### src/rtl/dot_matrix_scan.sv
// Row-scanning driver for the 10x14 dot matrix.
// It draws the tic-tac-toe board as a 3x3 grid of X/O glyphs, and row 9 shows whose turn it is.
module dot_matrix_scan #(
    parameter int SCAN_DIV     = 1000,
    parameter int BLINK_FRAMES = 25
) (
    input  logic        clk,
    input  logic        rst,
    input  logic        enable,
    input  logic [17:0] board,
    input  logic        turn_o,
    input  logic [8:0]  blink_mask,
    output logic [9:0]  dot_row,
    output logic [13:0] dot_col,
    output logic        frame_start
);

    localparam int DIV_W = (SCAN_DIV > 1) ? $clog2(SCAN_DIV) : 1;
    localparam int FRM_W = (BLINK_FRAMES > 1) ? $clog2(BLINK_FRAMES) : 1;
    localparam logic [DIV_W-1:0] DIV_MAX = DIV_W'(SCAN_DIV - 1);
    localparam logic [FRM_W-1:0] FRM_MAX = FRM_W'(BLINK_FRAMES - 1);
    localparam logic [3:0]       ROW_MAX = 4'd9;

    logic [DIV_W-1:0] div;
    logic [3:0]       row;
    logic [FRM_W-1:0] frame_cnt;
    logic             blink_phase;
    logic [17:0]      board_snap;
    logic             turn_snap;

    logic [1:0]       cell_row;
    logic [1:0]       glyph_line;
    logic [13:0]      row_pattern;
    logic             frame_begin;
    int               cell_idx;
    logic [1:0]       cell_code;
    logic [3:0]       cell_glyph;

    function automatic logic [3:0] glyph(input logic [1:0] code, input logic [1:0] line);
        logic [3:0] g;
        g = 4'b0000;
        case (code)
            2'b01:   g = (line == 2'd1) ? 4'b0110 : 4'b1001;
            2'b10:   g = (line == 2'd1) ? 4'b1001 : 4'b0110;
            default: g = 4'b0000;
        endcase
        return g;
    endfunction

    assign frame_begin = (div == '0) && (row == 4'd0);

    always_comb begin
        cell_row   = 2'd0;
        glyph_line = 2'd0;
        case (row)
            4'd0: begin cell_row = 2'd0; glyph_line = 2'd0; end
            4'd1: begin cell_row = 2'd0; glyph_line = 2'd1; end
            4'd2: begin cell_row = 2'd0; glyph_line = 2'd2; end
            4'd3: begin cell_row = 2'd1; glyph_line = 2'd0; end
            4'd4: begin cell_row = 2'd1; glyph_line = 2'd1; end
            4'd5: begin cell_row = 2'd1; glyph_line = 2'd2; end
            4'd6: begin cell_row = 2'd2; glyph_line = 2'd0; end
            4'd7: begin cell_row = 2'd2; glyph_line = 2'd1; end
            4'd8: begin cell_row = 2'd2; glyph_line = 2'd2; end
            default: begin cell_row = 2'd0; glyph_line = 2'd0; end
        endcase
    end

    // Pixels come from the frame snapshot, but blink_mask is applied live.
    always_comb begin
        row_pattern = '0;
        cell_idx    = 0;
        cell_code   = 2'b00;
        cell_glyph  = 4'b0000;
        if (row == ROW_MAX) begin
            row_pattern = turn_snap ? 14'h3C00 : 14'h000F;
        end else begin
            row_pattern[4] = 1'b1;
            row_pattern[9] = 1'b1;
            for (int c = 0; c < 3; c++) begin
                cell_idx   = int'(cell_row) * 3 + c;
                cell_code  = board_snap[2*cell_idx +: 2];
                cell_glyph = glyph(cell_code, glyph_line);
                if (blink_mask[cell_idx] && blink_phase) begin
                    cell_glyph = 4'b0000;
                end
                row_pattern[5*c +: 4] = cell_glyph;
            end
        end
    end

    always_ff @(posedge clk) begin
        if (!rst) begin
            div         <= '0;
            row         <= '0;
            frame_cnt   <= '0;
            blink_phase <= 1'b0;
            board_snap  <= '0;
            turn_snap   <= 1'b0;
            dot_row     <= '0;
            dot_col     <= '0;
            frame_start <= 1'b0;
        end else if (!enable) begin
            div         <= '0;
            row         <= '0;
            dot_row     <= '0;
            dot_col     <= '0;
            frame_start <= 1'b0;
        end else begin
            dot_row     <= 10'b1 << row;
            // Each row period starts with one blank cycle so the previous row does not ghost.
            dot_col     <= (div == '0) ? 14'h0000 : row_pattern;
            frame_start <= frame_begin;
            if (frame_begin) begin
                board_snap <= board;
                turn_snap  <= turn_o;
            end
            if (div == DIV_MAX) begin
                div <= '0;
                if (row == ROW_MAX) begin
                    row <= '0;
                    if (frame_cnt == FRM_MAX) begin
                        frame_cnt   <= '0;
                        blink_phase <= ~blink_phase;
                    end else begin
                        frame_cnt <= frame_cnt + FRM_W'(1);
                    end
                end else begin
                    row <= row + 4'd1;
                end
            end else begin
                div <= div + DIV_W'(1);
            end
        end
    end

endmodule
### config.mk
export PLATFORM = sky130hd
export DESIGN_NAME = dot_matrix_scan
export DESIGN_NICKNAME = d
export VERILOG_FILES = /design/src/rtl/dot_matrix_scan.sv
export SDC_FILE = /design/constraint.sdc
export NUM_CORES = 1
export LEC_CHECK = 0
export BUFFER_PORTS_ARGS = -buffer_cell sky130_fd_sc_hd__buf_2
export CAP_MARGIN = 20
export CELL_PAD_IN_SITES_DETAIL_PLACEMENT = 0
export CELL_PAD_IN_SITES_GLOBAL_PLACEMENT = 1
export CORE_MARGIN = 2
export CORE_UTILIZATION = 32
export DETAILED_ROUTE_END_ITERATION = 12
export PLACE_DENSITY = 0.75
export RECOVER_POWER = 50
export SLEW_MARGIN = 40
export SYNTH_ARGS = -nofsm -noshare
export SYNTH_HDL_FRONTEND = slang
export SYNTH_SLANG_ARGS = --single-unit
### constraint.sdc
create_clock -name clk -period 2.6 [get_ports clk]
set_input_delay 0.52 -clock clk [delete_from_list [all_inputs] [get_ports clk]]
set_output_delay 0.52 -clock clk [all_outputs]
set_load 0.1 [all_outputs]
Word level (Yosys, flattened, before mapping)
Memory sizes are Yosys's and may differ from the RTL's. A register that Yosys moved wholly into a read port is not among the register bits.
Cells that the tools add are included.
Widths: inputs -> output; s select.
{"block": "totals", "word_cells": 71, "mem_bits_ro": 64, "mem_count": 1, "latchBits": 0, "ff_bits": 64, "mem_bits_rw": 0, "inputBits": 31}
{"memory": "(no name shown)", "words": 16, "word_bits": 4, "read_ports": 1, "rd_clocked_by_memory_dff": 1, "write_ports": 0, "line": "55", "rtl": "case (row)"}
{"block": "op_classes", "magnitude_cmp": 3, "add_sub_neg": 5, "shifts": 4, "n_div": 0, "n_reduce_logical": 12, "bitwise_logic": 3, "mux": 23, "n_mul": 1, "eq_ne": 10}
{"operator": "$lt 32x6->1 const B", "n": 2}
{"operator": "$shiftx 18x32->2", "n": 2}
{"operator": "$add 32x2->32 const B", "n": 1}
{"operator": "$mux 4", "n": 8}
{"operator": "$mux 14", "n": 2}
{"operator": "$pmux 4 s2", "n": 3}
{"operator": "$shiftx 18x7->2", "n": 1}
{"operator": "$bmux 1 s4", "n": 3}
{"operator": "$add 10x1->10 const B", "n": 1}
{"operator": "$eq 10x10->1 const B", "n": 1}
{"operator": "$logic_not 10->1", "n": 1}
{"operator": "$shl 1x4->10 const A", "n": 1}
{"operator": "$eq 2x1->1 const B", "n": 4}
{"operator": "$eq 2x2->1 const B", "n": 3}
{"operator": "$mux 1", "n": 6}
{"operator": "$reduce_or 3->1", "n": 2}
{"operator": "$add 4x2->5 const B", "n": 1}
{"operator": "$add 5x1->5 const B", "n": 1}
{"operator": "$eq 5x5->1 const B", "n": 1}
{"operator": "$lt 5x5->1 const B", "n": 1}
{"operator": "$mux 5", "n": 1}
{"operator": "$add 4x1->4 const B", "n": 1}
{"operator": "$eq 4x4->1 const B", "n": 1}
{"operator": "$logic_and 1x1->1", "n": 4}
{"operator": "other kinds (6)", "n": 9}

Logic depth before layout (Yosys ltp)
Gate-level depths: netlist (run 1).
{"block": "depth", "depth_word": 8, "mapped_depth": 12}

Least setup slack after synthesis (run 1)
Ideal clock, no wire load.
{"block": "synth_path", "path_type": "flip-flop to flip-flop", "startpoint": "register cell_row[0] (netlist name)", "endpoint": "register dot_col[2]", "path_slack_ps": -42, "setup_ps": 87, "arrival_ps": 2555, "path_stages_with_launch": 11, "n_path_buf": 3, "cell_sequence": "dfxtp_1 -> buf_6 -> clkbuf_1 -> inv_1 -> ha_1 -> buf_1 -> mux4_1 -> mux2_2 -> nand2_1 -> o311ai_0 -> o31ai_1"}
{"block": "synth_between", "elab_chain_len": 7, "elab_cells_between_ends": 11}
{"element": "$mul 2x2->4 (*)", "line": "81", "rtl": "cell_idx = int'(cell_row) * 3 + c;"}
{"element": "branches (longest 4 deep; another with $shiftx 18x32->2)"}
{"element": "$mux 4 (*)", "line": "84", "rtl": "if (blink_mask[cell_idx] && blink_phase) begin"}
{"element": "$mux 14 (*)", "line": "75", "rtl": "if (row == ROW_MAX) begin"}
{"element": "to (signal assigned)", "line": "112", "rtl": "dot_col <= (div == '0) ? 14'h0000 : row_pattern;"}
{"element": "to (decl)", "line": "14", "rtl": "output logic [13:0] dot_col,"}
Every way passes the cells marked *. The select of a mux whose other input is x is not followed.
A chain may end at the register's enable or synchronous reset.

Final worst setup path (run 1)
{"block": "layout_path", "startpoint": "register div[0]", "endpoint": "register cell_row[1] (netlist name)"}
{"block": "layout_between", "elab_chain_len": 3}
{"element": "from (decl)", "line": "24", "rtl": "logic [DIV_W-1:0] div;"}
{"element": "from (signal assigned)", "line": "132", "rtl": "div <= div + DIV_W'(1);"}
{"element": "$eq 10x10->1", "line": "118", "rtl": "if (div == DIV_MAX) begin"}
{"element": "$mux 4 (no line) (2 in series)"}
Every way passes these cells.

==> results of run 1 <==
[metal layers]
metal  global-route usage  up-vias
met1               0.1739     1119
met2               0.2120       49
met3              0.03658        5
li1                     -     1225
met5                    0        -
met4              0.05301        0
[critical path, delay by kind of cell, from the launching register on]
family	cells	cell delay, ps
DFF	1	390
and+or+nand+nor	4	940
adders and majority gates	2	440
AOI/OAI and AO/OA	2	440
buffers and inverters	1	110
[layout by cell type (no fill, tap or decap), types with 8 or more instances in the layout]
cell type,netlist,final
sky130_fd_sc_hd__clkbuf_8,0,10
sky130_fd_sc_hd__nor2b_1,8,8
sky130_fd_sc_hd__nand2_1,15,15
sky130_fd_sc_hd__inv_1,14,14
sky130_fd_sc_hd__ha_1,18,18
sky130_fd_sc_hd__xnor2_1,8,8
sky130_fd_sc_hd__nor2_1,43,43
sky130_fd_sc_hd__nand3_1,16,16
sky130_fd_sc_hd__clkbuf_1,6,27
sky130_fd_sc_hd__mux2i_1,30,30
sky130_fd_sc_hd__dfxtp_1,61,61
sky130_fd_sc_hd__buf_2,3,29
sky130_fd_sc_hd__a21oi_1,13,13
[flip-flops by register name, indices dropped and copies added, names as in the netlist]
register / flops
dot_row: 10
frame_cnt: 5
board_snap: 18
dot_col: 7
div: 10
cell_row: 2
frame_start: 1
glyph_line: 2
row: 4
turn_snap: 1
blink_phase: 1
[stage by stage]
| step | utilization | setup WS, ps | std cells | hold slack [ps] |
|---|---|---|---|---|
| 6_report | 0.3907 | 181.4 | 509 | 411.5 |
| 5_1_grt | 0.3907 | 24.90 | 509 | 405.9 |
| 4_1_cts | 0.3953 | 240.9 | 509 | 398.2 |
| 3_5_place_dp | 0.3710 | 268.8 | 493 | 472.2 |
| 3_3_place_gp | 0.3710 | 319.3 | 493 | 461.3 |
| 2_1_floorplan | - | 97.36 | 322 | 441.4 |
[where the power goes]
group / internal, mW / leakage (nW) / switching [mW] / total, mW
Sequential: 0.958 / 0.495 / 0.0162 / 0.974
Combinational: 0.0653 / 0.854 / 0.0977 / 0.163
Clock: 0.564 / 0.112 / 0.379 / 0.943
[synth_stat cells (2+ instances only)]
master / n / area share
sky130_fd_sc_hd__or2_2: 2 / 0.0041
sky130_fd_sc_hd__xnor2_1: 8 / 0.023
sky130_fd_sc_hd__nor3_1: 7 / 0.011
sky130_fd_sc_hd__buf_2: 3 / 0.0049
sky130_fd_sc_hd__nand2_1: 15 / 0.018
sky130_fd_sc_hd__mux2i_1: 30 / 0.098
sky130_fd_sc_hd__xor2_1: 2 / 0.0057
sky130_fd_sc_hd__clkbuf_1: 6 / 0.0074
sky130_fd_sc_hd__nand2b_1: 4 / 0.0082
sky130_fd_sc_hd__nor2_1: 43 / 0.053
sky130_fd_sc_hd__ha_1: 18 / 0.074
sky130_fd_sc_hd__o21ai_0: 2 / 0.0033
sky130_fd_sc_hd__o31ai_1: 4 / 0.0098
sky130_fd_sc_hd__or3_1: 3 / 0.0061
sky130_fd_sc_hd__dfxtp_1: 61 / 0.40
sky130_fd_sc_hd__nor2b_1: 8 / 0.016
sky130_fd_sc_hd__and4_1: 2 / 0.0057
sky130_fd_sc_hd__nand3_1: 16 / 0.026
sky130_fd_sc_hd__mux2_2: 4 / 0.015
sky130_fd_sc_hd__a211oi_1: 4 / 0.0098
sky130_fd_sc_hd__buf_4: 8 / 0.020
sky130_fd_sc_hd__a21oi_1: 13 / 0.021
sky130_fd_sc_hd__and3_1: 7 / 0.014
sky130_fd_sc_hd__and2_1: 8 / 0.016
sky130_fd_sc_hd__mux4_1: 4 / 0.034
sky130_fd_sc_hd__inv_1: 14 / 0.017
sky130_fd_sc_hd__a21o_1: 2 / 0.0049
sky130_fd_sc_hd__o2bb2ai_1: 4 / 0.011
[logic make-up after synthesis]
family	Yosys count
AND/OR/NAND/NOR	124
flip-flops	61
multiplexers	39
AO/OA/AOI/OAI	37
buffers and inverters	33
adder cells (fa/ha/maj)	18
XOR/XNOR	10
[how the worst min path moves through the flow]
stage,from,slack (ps),end,cells after the start
after floorplan,div[0],440,div[0],1
final,board[13],410,board_snap[13],3
after global placement,div[0],460,div[0],1
after CTS,board[17],400,board_snap[17],3
after detailed placement,div[0],470,div[0],1
after global routing,board[17],410,board_snap[17],3
[cell type report]
class	count	area (µm²)
clock buffer	10	137.6
clock inverter	6	86.33
fill	938	5630
inverter	14	52.55
multi-input combinational	228	1667
sequential	61	1221
tap	129	161.4
timing repair buffer	61	284.0
==> impl_metrics.env, run 1 <==
export IMPL_run_status="complete, no violations"
export IMPL_synth_seq_area_share=0.3992
export IMPL_antenna_violating_nets_post_route=0
export IMPL_report_final_slew_viol_count=0
export IMPL_syn_cell_area_mm2=0.003059
export IMPL_num_vias=2398
export IMPL_global_route_overflow_total=0
export IMPL_ys_async_sr_fraction=0
export IMPL_power_per_cell_area_mw_per_mm2=576.3
export IMPL_synthesized_netlist_cell_count=322
export IMPL_cpPeakStageDelay_ps=390
export IMPL_deepest_level_of_the_cts_h_tree=3
export IMPL_drive_above_1_share=0.1526
export IMPL_final_cell_area_mm2=0.003610
export IMPL_floorplan_core_area_mm2=0.009240
export IMPL_clk_root_buffer_cell="sky130_fd_sc_hd__clkbuf_8"
export IMPL_ys_ff_latch=61
export IMPL_area_after_detailed_placement_mm2=0.003428
export IMPL_areaGrowthSynthToFinish_pct=18.00
export IMPL_number_of_hold_slack_violations_in_the_final_timing_report=0
export IMPL_worstRegToRegCells=9
export IMPL_max_cap_viol_count=0
export IMPL_wl_met1_um=3305
export IMPL_syn_num_nets=371
export IMPL_xor_xnor_share_of_the_synthesized_area=0.02863
export IMPL_die_w_um=101.8
export IMPL_cp_max_fo=5
export IMPL_routed_wire_length_um=6617
export IMPL_largest_family_of_logic_cells_by_synthesized_area="simple AND/OR/NAND/NOR gates"
export IMPL_crit_path_end="cell_row[1]"
export IMPL_drt_first_pass_iters=4
export IMPL_setup_worst_path_end_class="register"
export IMPL_synth_compound_area_frac=0.08466
export IMPL_regToRegStartpoint="div[0]"
export IMPL_setup_violations=0
export IMPL_rsz0062_at_grt="no"
export IMPL_cts_buffers_inserted=9
export IMPL_placementRows=35
export IMPL_synth_yosys_warnings=0
export IMPL_count_of_inserted_antenna_diode_cells=0
export IMPL_power_total_mw=2.080
export IMPL_synth_adder_area_share=0.07362
export IMPL_routabilityCongestion=0.7680
export IMPL_wl_met2_um=2975
export IMPL_top_layer_used="met4"
export IMPL_insertion_delay_ps=330
export IMPL_synth_flop_cell="sky130_fd_sc_hd__dfxtp_1"
export IMPL_ioPinCount=56
export IMPL_cts_post_setup_buffers_inserted=0
export IMPL_tritoncts="yes"
export IMPL_post_route_period_util=0.9302
export IMPL_crit_chain="ha_1, and4_1, and3_1, nand3_1, a21oi_1, inv_1, ha_1, and3_1, a31o_1"
export IMPL_effective_utilization_at_floorplan=0.3311
export IMPL_design_die_area_mm2=0.01036
export IMPL_cts_root_to_sink_buffers=2
export IMPL_count_of_flip_flops_with_a_built_in_enable_after_synthesis=0
export IMPL_drcViolationCount=0
export IMPL_ctsResizeCount=0
export IMPL_gr_usage_all_layers=0.1342
export IMPL_worstHoldPathType="primary input to register"
export IMPL_worst_case_headroom_to_the_max_slew_limit=0.2237
export IMPL_fp_dieH_um=101.8
export IMPL_peakVddDrop_mv=0.2654
export IMPL_drt_wl_cell_um=13.00
export IMPL_clock_input_transition_at_the_sequential_cells_of_the_worst_setup_and_hold_paths_ps=70
export IMPL_cellLeakagePower_nw=1.461
export IMPL_numClockSinks=61
export IMPL_synthSimpleGateAreaFrac=0.2053
export IMPL_max_slew_worst_pin_slew_ps=1170
export IMPL_fin_nets=424
export IMPL_number_of_global_route_vias_before_repair=2241
export IMPL_grt_pass1_wl_um=10760
export IMPL_grt_antenna_before_repair=0
export IMPL_met3WireLength_um=263
export IMPL_synthMuxAreaShare=0.1546
export IMPL_min_cycle_time_layout_ps=2419
export IMPL_via_per_inst=4.711
export IMPL_yosysUniqueCellTypes=48
export IMPL_setup_reg_to_reg_worst_slack_ps=180
export IMPL_cp_slowest_cell="sky130_fd_sc_hd__dfxtp_1"
export IMPL_dp_final_hpwl_um=4955
export IMPL_cp_launch_point="div[0]"
export IMPL_required_time_at_the_worst_slack_endpoint_ps=2830
export IMPL_cp_data_arrival_time_ps=2640
export IMPL_regToRegEndpoint="cell_row[1]"
export IMPL_post_cts_hold_buffer_count=0
export IMPL_grt_max_degree=26
export IMPL_synthesis_area_per_instance_um2=9.501
export IMPL_worstSetupPathType="register to register"
export IMPL_clock_skew_final_ps=8.945
export IMPL_fin_setup_tns_ps=0
export IMPL_buffer_ports_inserted=55
export IMPL_critPathLaunchType="register"
export IMPL_drtIter0Drc=61
export IMPL_fmaxAchievable_ghz=0.4135
Note: power is estimated with default switching activity, not from simulation.
==> inputs of run 2 (changes only) <==
- BUFFER_PORTS_ARGS: -buffer_cell sky130_fd_sc_hd__buf_2 -> not set
- DONT_BUFFER_PORTS: not set -> 1
- PLACE_DENSITY: 0.75 -> 0.68
==> run 2 against run 1 <==
  * Hold slack worse by 91 ps
  * Largest cell class unchanged
  * Clock-buffer cell count grew 1
  * Clock skew down 3.6 ps
  * Routed wire length is 0.97% lower
  * Utilization fell by 1.6 points
==> impl_metrics.env, run 2 (synthesis gave the netlist of run 1 again) <==
export IMPL_setup_worst_path_end_class="register"
export IMPL_min_cycle_time_layout_ps=2294
export IMPL_required_time_at_the_worst_slack_endpoint_ps=2830
export IMPL_setup_reg_to_reg_worst_slack_ps=310
export IMPL_final_cell_area_mm2=0.003463
export IMPL_fp_dieH_um=101.8
export IMPL_areaGrowthSynthToFinish_pct=13.21
export IMPL_numClockSinks=61
export IMPL_design_die_area_mm2=0.01036
export IMPL_cp_max_fo=5
export IMPL_ioPinCount=56
export IMPL_registers_top_by_ff_count="board_snap"
export IMPL_insertion_delay_ps=340
export IMPL_area_after_detailed_placement_mm2=0.003329
export IMPL_grt_pass1_wl_um=10670
export IMPL_power_per_cell_area_mw_per_mm2=568.9
export IMPL_number_of_global_route_vias_before_repair=2144
export IMPL_post_cts_hold_buffer_count=0
export IMPL_grt_max_degree=26
export IMPL_buffer_ports_inserted=0
export IMPL_floorplan_core_area_mm2=0.009240
export IMPL_layout_common_cells="sky130_fd_sc_hd__dfxtp_1 (58), sky130_fd_sc_hd__nor2_1 (43), sky130_fd_sc_hd__mux2i_1 (30)"
export IMPL_die_w_um=101.8
export IMPL_clock_skew_final_ps=5.354
export IMPL_drt_wl_cell_um=13.88
export IMPL_gr_usage_all_layers=0.1341
export IMPL_mostFrequentLayoutCell="sky130_fd_sc_hd__dfxtp_1"
export IMPL_drt_first_pass_iters=5
export IMPL_post_route_period_util=0.8822
export IMPL_cts_post_setup_buffers_inserted=0
export IMPL_number_of_hold_slack_violations_in_the_final_timing_report=0
export IMPL_cts_root_to_sink_buffers=2
export IMPL_grt_antenna_before_repair=0
export IMPL_deepest_level_of_the_cts_h_tree=3
export IMPL_worst_case_headroom_to_the_max_slew_limit=0.2249
export IMPL_fmaxAchievable_ghz=0.4360
export IMPL_clock_input_transition_at_the_sequential_cells_of_the_worst_setup_and_hold_paths_ps=70
export IMPL_worstSetupPathType="register to register"
export IMPL_largest_register_ff_count=18
export IMPL_cellLeakagePower_nw=1.363
export IMPL_power_total_mw=1.970
export IMPL_cp_data_arrival_time_ps=2520
export IMPL_rsz0062_at_grt="no"
export IMPL_peakVddDrop_mv=0.1938
export IMPL_via_per_inst=4.788
export IMPL_run_status="complete, no violations"
export IMPL_biggestRegsByFlops="board_snap (18), div (10), dot_row (10)"
export IMPL_placementRows=35
export IMPL_num_vias=2260
export IMPL_critPathLaunchType="register"
export IMPL_fin_setup_tns_ps=0
export IMPL_post_layout_nonfiller_instances=472
export IMPL_routabilityCongestion=0.8256
export IMPL_ctsResizeCount=0
export IMPL_drtIter0Drc=110
export IMPL_max_slew_worst_pin_slew_ps=1168
export IMPL_global_route_overflow_total=0
export IMPL_cts_buffers_inserted=9
export IMPL_effective_utilization_at_floorplan=0.3311
export IMPL_area_occupied_by_multi_input_gates_mm2=0.001667
export IMPL_routed_wire_length_um=6553
export IMPL_count_of_inserted_antenna_diode_cells=0
export IMPL_drcViolationCount=0
export IMPL_setup_violations=0
export IMPL_worstHoldPathType="primary input to register"
export IMPL_number_of_placed_instances_taps_included=457
export IMPL_layout_area_seq_mm2=0.001225
export IMPL_dp_final_hpwl_um=4875
export IMPL_max_cap_viol_count=0
export IMPL_tritoncts="yes"
export IMPL_antenna_violating_nets_post_route=0
export IMPL_report_final_slew_viol_count=0
export IMPL_n_fill_cell=955
export IMPL_drive_above_1_share=0.1166
export IMPL_clk_root_buffer_cell="sky130_fd_sc_hd__clkbuf_8"
export IMPL_fin_nets=388
[run 2: changes by cell type in the layout (fill, tap and decap cells not counted)]
cell	change
sky130_fd_sc_hd__bufinv_16	-1
sky130_fd_sc_hd__clkinv_1	+1
sky130_fd_sc_hd__and2_1	-1
sky130_fd_sc_hd__buf_4	+2
sky130_fd_sc_hd__buf_12	+2
sky130_fd_sc_hd__and2_0	+1
sky130_fd_sc_hd__clkbuf_8	+1
sky130_fd_sc_hd__dfxtp_1	-3
sky130_fd_sc_hd__clkbuf_2	+5
sky130_fd_sc_hd__dfxtp_2	+3
sky130_fd_sc_hd__clkbuf_1	-16
sky130_fd_sc_hd__buf_2	-29
sky130_fd_sc_hd__clkinv_4	-1
sky130_fd_sc_hd__inv_1	-1
[run 2: power by group]
group          leakage (nW)  switching, mW  internal, mW
clock network         0.101          0.374         0.486
logic                 0.765         0.0852        0.0505
registers             0.497         0.0163         0.958
total                  1.36          0.476          1.49
[run 2: metal layers]
layer / vias to the layer above / share of wire / global-route usage
li1: 1148 / - / -
met1: 1054 / 0.49 / 0.1770
met2: 50 / 0.44 / 0.1989
met3: 8 / 0.055 / 0.05245
met4: 0 / 0.016 / 0.04782
met5: - / 0 / 0
[run 2: area by class of cell]
cell class                 count  area share
tap                          129     0.04660
timing repair buffer          25     0.04588
clock inverter                 4     0.01373
clock buffer                  11     0.04371
multi-input combinational    228      0.4812
sequential                    61      0.3537
inverter                      14     0.01517
[run 2: final timing paths]
| path | depth (start not counted) | start | end |
|---|---|---|---|
| min | 2 | rst | frame_cnt[2] |
| min reg2reg | 1 | div[0] | div[0] |
| max reg2reg | 10 | div[0] | glyph_line[0] |
| max | 10 | div[0] | glyph_line[0] |
[run 2: critical path: stages (launching register included)]
cell,delay (ps)
sky130_fd_sc_hd__dfxtp_1,390
sky130_fd_sc_hd__ha_1,220
sky130_fd_sc_hd__and4_1,290
sky130_fd_sc_hd__nand3_1,160
sky130_fd_sc_hd__nor3_1,210
sky130_fd_sc_hd__a21oi_1,80
sky130_fd_sc_hd__or2_2,300
sky130_fd_sc_hd__ha_1,280
sky130_fd_sc_hd__inv_1,30
sky130_fd_sc_hd__mux2i_1,150
sky130_fd_sc_hd__nor2_1,50
[run 2: per-stage QoR]
| stage | setup WS, ps | util | hold WS, ps |
|---|---|---|---|
| 5_1_grt | 35.03 | 0.3748 | 313.8 |
| 4_1_cts | 328.0 | 0.3819 | 309.2 |
| 2_1_floorplan | 97.36 | - | 441.4 |
| 6_report | 306.3 | 0.3748 | 320.3 |
| 3_3_place_gp | 397.8 | 0.3603 | 458.5 |
| 3_5_place_dp | 341.6 | 0.3603 | 462.4 |
